==> src/rtl/ram_pkg.sv <==
// Shared definitions for the block-RAM write-side logic.
//   BLOCKSIZE : address MSB index (address width is BLOCKSIZE+1)
//   DWIDTH    : RAM data word width
//   DEPTH     : number of RAM words
//   state_e   : scheduler state encoding (clear sweep / normal service)
package ram_pkg;

    localparam int unsigned BLOCKSIZE = 10;
    localparam int unsigned DWIDTH    = 32;
    localparam int unsigned DEPTH     = 2 ** (BLOCKSIZE + 1);

    typedef enum logic {
        StInit = 1'b0,
        StRun  = 1'b1
    } state_e;

endpackage

==> src/rtl/rr_pick.sv <==
// Combinational round-robin selector.
//   req   in  N   request vector
//   ptr   in  PW  highest-priority index for this cycle
//   gnt   out N   one-hot grant (zero when no request)
//   idx   out PW  index of the granted requester
//   valid out 1   a requester was selected
module rr_pick #(
    parameter int unsigned N  = 4,
    parameter int unsigned PW = (N > 1) ? $clog2(N) : 1
) (
    input  logic [N-1:0]  req,
    input  logic [PW-1:0] ptr,
    output logic [N-1:0]  gnt,
    output logic [PW-1:0] idx,
    output logic          valid
);

    always_comb begin
        int unsigned j;
        j     = 0;
        gnt   = '0;
        idx   = '0;
        valid = 1'b0;
        // Scan ptr, ptr+1, ... wrapping; first hit wins.
        for (int unsigned k = 0; k < N; k++) begin
            j = (32'(ptr) + k) % N;
            if (!valid && req[j]) begin
                valid  = 1'b1;
                gnt[j] = 1'b1;
                idx    = PW'(j);
            end
        end
    end

endmodule

==> src/rtl/ram_wr_scheduler.sv <==
// Round-robin scheduler for the single write port of the 16R1W block RAM,
// with a clear sweep that writes INIT_VAL to every address after reset or
// on clear_req.
//   clk, rst   : clock (rising edge), asynchronous active-high reset
//   req        : per-requester write request, held until granted
//   req_addr   : packed request addresses, slice i belongs to requester i
//   req_data   : packed request data, slice i belongs to requester i
//   gnt        : combinational one-hot grant; accepted at the clock edge
//   clear_req  : restart the clear sweep (only honoured in normal service)
//   init_done  : memory holds valid cleared contents
//   w_addr_1, w_din_1, w_enb_1 : registered RAM write port
module ram_wr_scheduler
    import ram_pkg::*;
#(
    parameter int unsigned BLOCKSIZE = ram_pkg::BLOCKSIZE,
    parameter int unsigned DWIDTH    = ram_pkg::DWIDTH,
    parameter int unsigned NREQ      = 4,
    parameter bit          INIT_EN   = 1'b1,
    parameter logic [DWIDTH-1:0] INIT_VAL = '0
) (
    input  logic                         clk,
    input  logic                         rst,
    input  logic [NREQ-1:0]              req,
    input  logic [NREQ*(BLOCKSIZE+1)-1:0] req_addr,
    input  logic [NREQ*DWIDTH-1:0]       req_data,
    output logic [NREQ-1:0]              gnt,
    input  logic                         clear_req,
    output logic                         init_done,
    output logic [BLOCKSIZE:0]           w_addr_1,
    output logic [DWIDTH-1:0]            w_din_1,
    output logic                         w_enb_1
);

    localparam int unsigned AW = BLOCKSIZE + 1;
    localparam int unsigned PW = $clog2(NREQ);

    state_e            state_q, state_d;
    logic [AW-1:0]     cnt_q, cnt_d;
    logic [PW-1:0]     ptr_q, ptr_d;
    logic              init_done_q, init_done_d;
    logic [AW-1:0]     w_addr_q, w_addr_d;
    logic [DWIDTH-1:0] w_din_q, w_din_d;
    logic              w_enb_q, w_enb_d;

    logic [NREQ-1:0] pick_gnt;
    logic [PW-1:0]   pick_idx;
    logic            pick_valid;
    logic            serve;

    rr_pick #(
        .N  (NREQ),
        .PW (PW)
    ) u_rr_pick (
        .req   (req),
        .ptr   (ptr_q),
        .gnt   (pick_gnt),
        .idx   (pick_idx),
        .valid (pick_valid)
    );

    // Grants only in normal service; clear_req pre-empts every requester.
    assign serve = (state_q == StRun) && !clear_req && !rst;
    assign gnt   = serve ? pick_gnt : '0;

    always_comb begin
        state_d     = state_q;
        cnt_d       = cnt_q;
        ptr_d       = ptr_q;
        init_done_d = init_done_q;
        w_addr_d    = w_addr_q;
        w_din_d     = w_din_q;
        w_enb_d     = 1'b0;
        unique case (state_q)
            StInit: begin
                w_enb_d  = 1'b1;
                w_addr_d = cnt_q;
                w_din_d  = INIT_VAL;
                cnt_d    = cnt_q + AW'(1);
                // Last address issued: counter wraps to 0 on its own.
                if (&cnt_q) begin
                    state_d     = StRun;
                    init_done_d = 1'b1;
                end
            end
            StRun: begin
                if (clear_req) begin
                    state_d     = StInit;
                    cnt_d       = '0;
                    init_done_d = 1'b0;
                end else if (pick_valid) begin
                    w_enb_d  = 1'b1;
                    w_addr_d = req_addr[pick_idx*AW +: AW];
                    w_din_d  = req_data[pick_idx*DWIDTH +: DWIDTH];
                    ptr_d    = (pick_idx == PW'(NREQ - 1)) ? '0 : pick_idx + PW'(1);
                end
            end
            default: ;
        endcase
    end

    always_ff @(posedge clk or posedge rst) begin
        if (rst) begin
            state_q     <= INIT_EN ? StInit : StRun;
            cnt_q       <= '0;
            ptr_q       <= '0;
            init_done_q <= !INIT_EN;
            w_addr_q    <= '0;
            w_din_q     <= '0;
            w_enb_q     <= 1'b0;
        end else begin
            state_q     <= state_d;
            cnt_q       <= cnt_d;
            ptr_q       <= ptr_d;
            init_done_q <= init_done_d;
            w_addr_q    <= w_addr_d;
            w_din_q     <= w_din_d;
            w_enb_q     <= w_enb_d;
        end
    end

    assign init_done = init_done_q;
    assign w_addr_1  = w_addr_q;
    assign w_din_1   = w_din_q;
    assign w_enb_1   = w_enb_q;

endmodule

==> config.mk <==
export PLATFORM = sky130hd
export DESIGN_NAME = ram_wr_scheduler
export DESIGN_NICKNAME = d
export VERILOG_FILES = /design/src/rtl/ram_pkg.sv /design/src/rtl/rr_pick.sv /design/src/rtl/ram_wr_scheduler.sv
export SDC_FILE = /design/constraint.sdc
export NUM_CORES = 1
export LEC_CHECK = 0
export ABC_AREA = 1
export BUFFER_PORTS_ARGS = -buffer_cell sky130_fd_sc_hd__buf_2
export CAP_MARGIN = 15
export CORE_ASPECT_RATIO = 1.4
export CORE_MARGIN = 8
export CORE_UTILIZATION = 45
export CTS_CLUSTER_SIZE = 28
export DETAILED_ROUTE_END_ITERATION = 8
export PLACE_DENSITY = 0.8
export RECOVER_POWER = 100
export SLEW_MARGIN = 20
export SYNTH_ARGS = -nofsm -noshare
export SYNTH_HDL_FRONTEND = slang
export SYNTH_SLANG_ARGS = --single-unit
==> constraint.sdc <==
create_clock -name clk -period 2.5 [get_ports clk]
set_input_delay 0 -clock clk [delete_from_list [all_inputs] [get_ports clk]]
set_output_delay 0 -clock clk [all_outputs]
set_load 0.05 [all_outputs]
==> flow_summary_export.csv <==
group,metric,value,unit
hold_path,min_path_type,"in -> reg",
synth,ys_seq_area_share,34.1,%
synth,synth_mux_area_share,0,%
clock_network,clock_latency,0.32,ns
grt,grt_util_all_layers,22.7,%
clock_network,tritoncts,"yes",
timing,min_period_over_period,92.8,%
synth,ys_types,31,
routing,via_count,5314,
synth,syn_nets,873,
place,port_buffers,227,
timing,finalSetupTns,0,ns
timing,fmax,431,MHz
power,p_per_area,1270,nW/um^2
synth,synth-compound-area-share,4.83,%
worst_setup_path,path_max_fanout,19,
synth,synth_top_family_by_area,"simple AND/OR/NAND/NOR gates",
synth,ys_seq_elements,59,
routing,firstDrtPassIters,6,
timing,fin_crit,2.32,ns
power,p_leak,3.41,nW
grt,grt_pass1_wl,24.2,mm
worst_setup_path,start_kind,"flip-flop",
final_layout,num-nets-final,1096,
routing,drt-met1-wl,6.30,mm
routing,routed_wl,16.2,mm
floorplan,initial_core_util,46.0,%
final_layout,finalInstanceArea,5960,um^2
routing,met3RoutedLength,1.48,mm
grt,grt_max_degree,89,
hold_path,hold_end,"w_din_1[2]$_DFFE_PP0P_",
synth,synthAdderAreaFrac,2.31,%
timing,drv_slew,0,
routing,drtIter0Drc,292,
routing,viasPerCell,5.19,
routing,ant_nets,0,
worst_setup_path,cpPeakStageDelay,0.35,ns
worst_setup_path,ff2ff_path_depth,17,
worst_setup_path,crit_chain,"inv_2 -> ha_1 -> inv_1 -> nand3_1 -> nand2_2 -> inv_2 -> nor2_4 -> nand2_2 -> nand2_1 -> nand2_2 -> nand2_8 -> inv_6 -> buf_16 -> nand2_1 -> nand3_1 -> nand3_1 -> nand2_1",
synth,yosys.area_share.simple,47.6,%
final_layout,area_growth,37.8,%
grt,grt_overflow,0,
floorplan,ios,228,
synth,synthCells,686,
grt,grt_pass1_vias,4933,
floorplan,die_w,98.9,um
synth,synth-xor-area-share,0.202,%
worst_setup_path,path_buf_inv,5,
clock_network,clockRootBuffer,"clkbuf_16",
floorplan,die-area,13100,um^2
job,max-cap-violations,0,
routing,wl_per_cell,15.9,um
final_layout,layout-drive-gt1-share,25.8,%
floorplan,rows,42,
grt,antenna_found_initial,2,
place,dp_slack,0.129,ns
routing,highest-signal-layer,"met5",
floorplan,fp.dieH,132,um
routing,wl_met2,8.06,mm
timing,worst-slew-pin-transition,1.38,ns
hold_path,holdPathStages,5,
worst_setup_path,critical_path.top_delay_family,"simple AND/OR/NAND/NOR gates",
place,dp_hpwl,11.3,mm
worst_setup_path,worstPathArrival,2.51,ns
clock_network,htree_levels,3,
worst_setup_path,end_kind,"flip-flop",
power,ir_worst_vdd,0.000839,V
timing,setup_viol,0,
worst_setup_path,cpMaxStageDelayCell,"dfrtp_1",
routing,drc,0,
worst_setup_path,timing.critical_path.required,2.69,ns
synth,syn_area,4330,um^2
timing,hold_violations,0,
clock_network,clkSlewWorstSetupHoldPaths,0.05,ns
synth,yosys_warnings,0,
timing,skew,0.00695,ns
final_layout,final_util,63.4,%
worst_setup_path,crit_type,"reg -> reg",
clock_network,cts.sinks,59,
place,place.gp.congestion,0.897,
status,status,"complete, no violations",
worst_setup_path,rrSetupSlack,0.18,ns
hold_path,hp-start,"req_data[34]",
floorplan,core,9410,um^2
worst_setup_path,cp.depth,17,
worst_setup_path,rr_startpoint,"ptr_q[0]$_DFFE_PP0P_",
clock_network,cts_made_buffers,9,
place,postPlaceCellArea,5530,um^2
worst_setup_path,regToRegEndpoint,"w_din_1[28]$_DFFE_PP0P_",
timing,layout_setup_ws,0.181,ns
synth,syn_area_per_cell,6.31,um^2
timing,slew_headroom,7.73,%
clock_network,cts_buffer_depth,2,
[power by group]
group	leakage, nW	switching, mW	internal (mW)
clock	0.151	0.401	0.839
sequential	0.782	0.105	1.08
combinational	2.47	3.27	1.88
total	3.41	3.77	3.79
[layout make-up]
| cell class | count | area (um^2) |
|---|---|---|
| inverter | 65 | 250 |
| timing repair buffer | 250 | 1400 |
| multi-input combinational | 524 | 2400 |
| fill | 958 | 3440 |
| tap | 110 | 138 |
| clock buffer | 12 | 267 |
| antenna | 1 | 2.50 |
| clock inverter | 2 | 35.0 |
| sequential | 59 | 1480 |
[cell families after synthesis]
family	after synthesis
xor gates and xnor gates	1
DFF	59
adders and majority gates	8
buffers and inverters	103
AOI/OAI and AO/OA	38
and+or+nand+nor	477
[through the flow]
stage                     hold slack (ns)  cells  total power [mW]
after CTS                         0.00180   1016              6.85
after global routing               0.0301   1023              8.23
after floorplan                     0.213    686              4.72
after detailed placement           -0.124   1000              5.58
final                             0.00721   1023              7.57
after global placement             -0.122   1000              5.53
[worst max path at each step]
stage                                     from                       to  slack (ns)
after CTS                 ptr_q[0]$_DFFE_PP0P_  w_addr_1[6]$_DFFE_PP0P_        0.12
after floorplan           ptr_q[0]$_DFFE_PP0P_   w_din_1[0]$_DFFE_PP0P_        0.17
after detailed placement  ptr_q[0]$_DFFE_PP0P_  w_addr_1[6]$_DFFE_PP0P_        0.13
final                     ptr_q[0]$_DFFE_PP0P_  w_din_1[28]$_DFFE_PP0P_        0.18
after global placement    ptr_q[0]$_DFFE_PP0P_  w_addr_1[6]$_DFFE_PP0P_        0.20
after global routing      ptr_q[0]$_DFFE_PP0P_  w_addr_1[6]$_DFFE_PP0P_       -0.04
[metal layers]
layer	vias up	global-route usage (%)
met5	-	0
met4	2	7.03
met3	34	6.66
met2	248	40.2
met1	2399	25.2
li1	2631	-
[cell usage in the layout, fill, tap and decap left out, drive strengths merged]
cell	instances
inv	62
a21o	1
bufinv	1
o221ai	1
a21oi	16
clkinv	4
a31oi	1
o22ai	2
buf	197
o21ai	14
xnor2	1
nand3	153
dfrtp	59
nor3	1
nand2	296
a22o	1
diode	1
a21boi	1
nand4	3
dlygate4sd3	2
a22oi	1
nand3b	8
clkbuf	63
nor2	16
ha	8
[what timing repair did]
item                                   CTS  global route
resized for setup                        0            11
endpoints found under the hold margin   39             0
hold buffers                             2             0
setup buffers                            0             1
setup endpoints to repair                0            32
[cell usage after synthesis, drive strengths merged]
master,number,area (um^2)
a22oi,1,7.51
dfrtp,59,1480
a21boi,1,7.51
a22o,1,8.76
xnor2,1,8.76
nor2,16,67.6
buf,27,188
a21o,1,7.51
nand4,3,18.8
inv,62,233
nand2,296,1140
nor3,1,5.00
clkbuf,11,41.3
a21oi,16,80.1
o21ai,14,70.1
ha,8,100
a31oi,1,6.26
nand3b,8,60.1
nand3,153,771
o22ai,2,12.5
o221ai,1,8.76
clkinv,3,12.5
[worst register-to-register path, stage by stage (launching register included)]
cell     delay (ns)
dfrtp_1        0.35
inv_2          0.04
ha_1           0.33
inv_1          0.11
nand3_1        0.10
nand2_2        0.10
inv_2          0.05
nor2_4         0.17
nand2_2        0.08
nand2_1        0.07
nand2_2        0.09
nand2_8        0.13
inv_6          0.07
buf_16         0.16
nand2_1        0.11
nand3_1        0.07
nand3_1        0.09
nand2_1        0.07
[state kept, by name, indices dropped and copies added, names as in the netlist]
register / count
ptr_q: 2
w_din_1: 32
init_done: 1
cnt_q: 11
w_enb_1: 1
state_q: 1
w_addr_1: 11
Note: power is estimated with default switching activity, not from simulation.
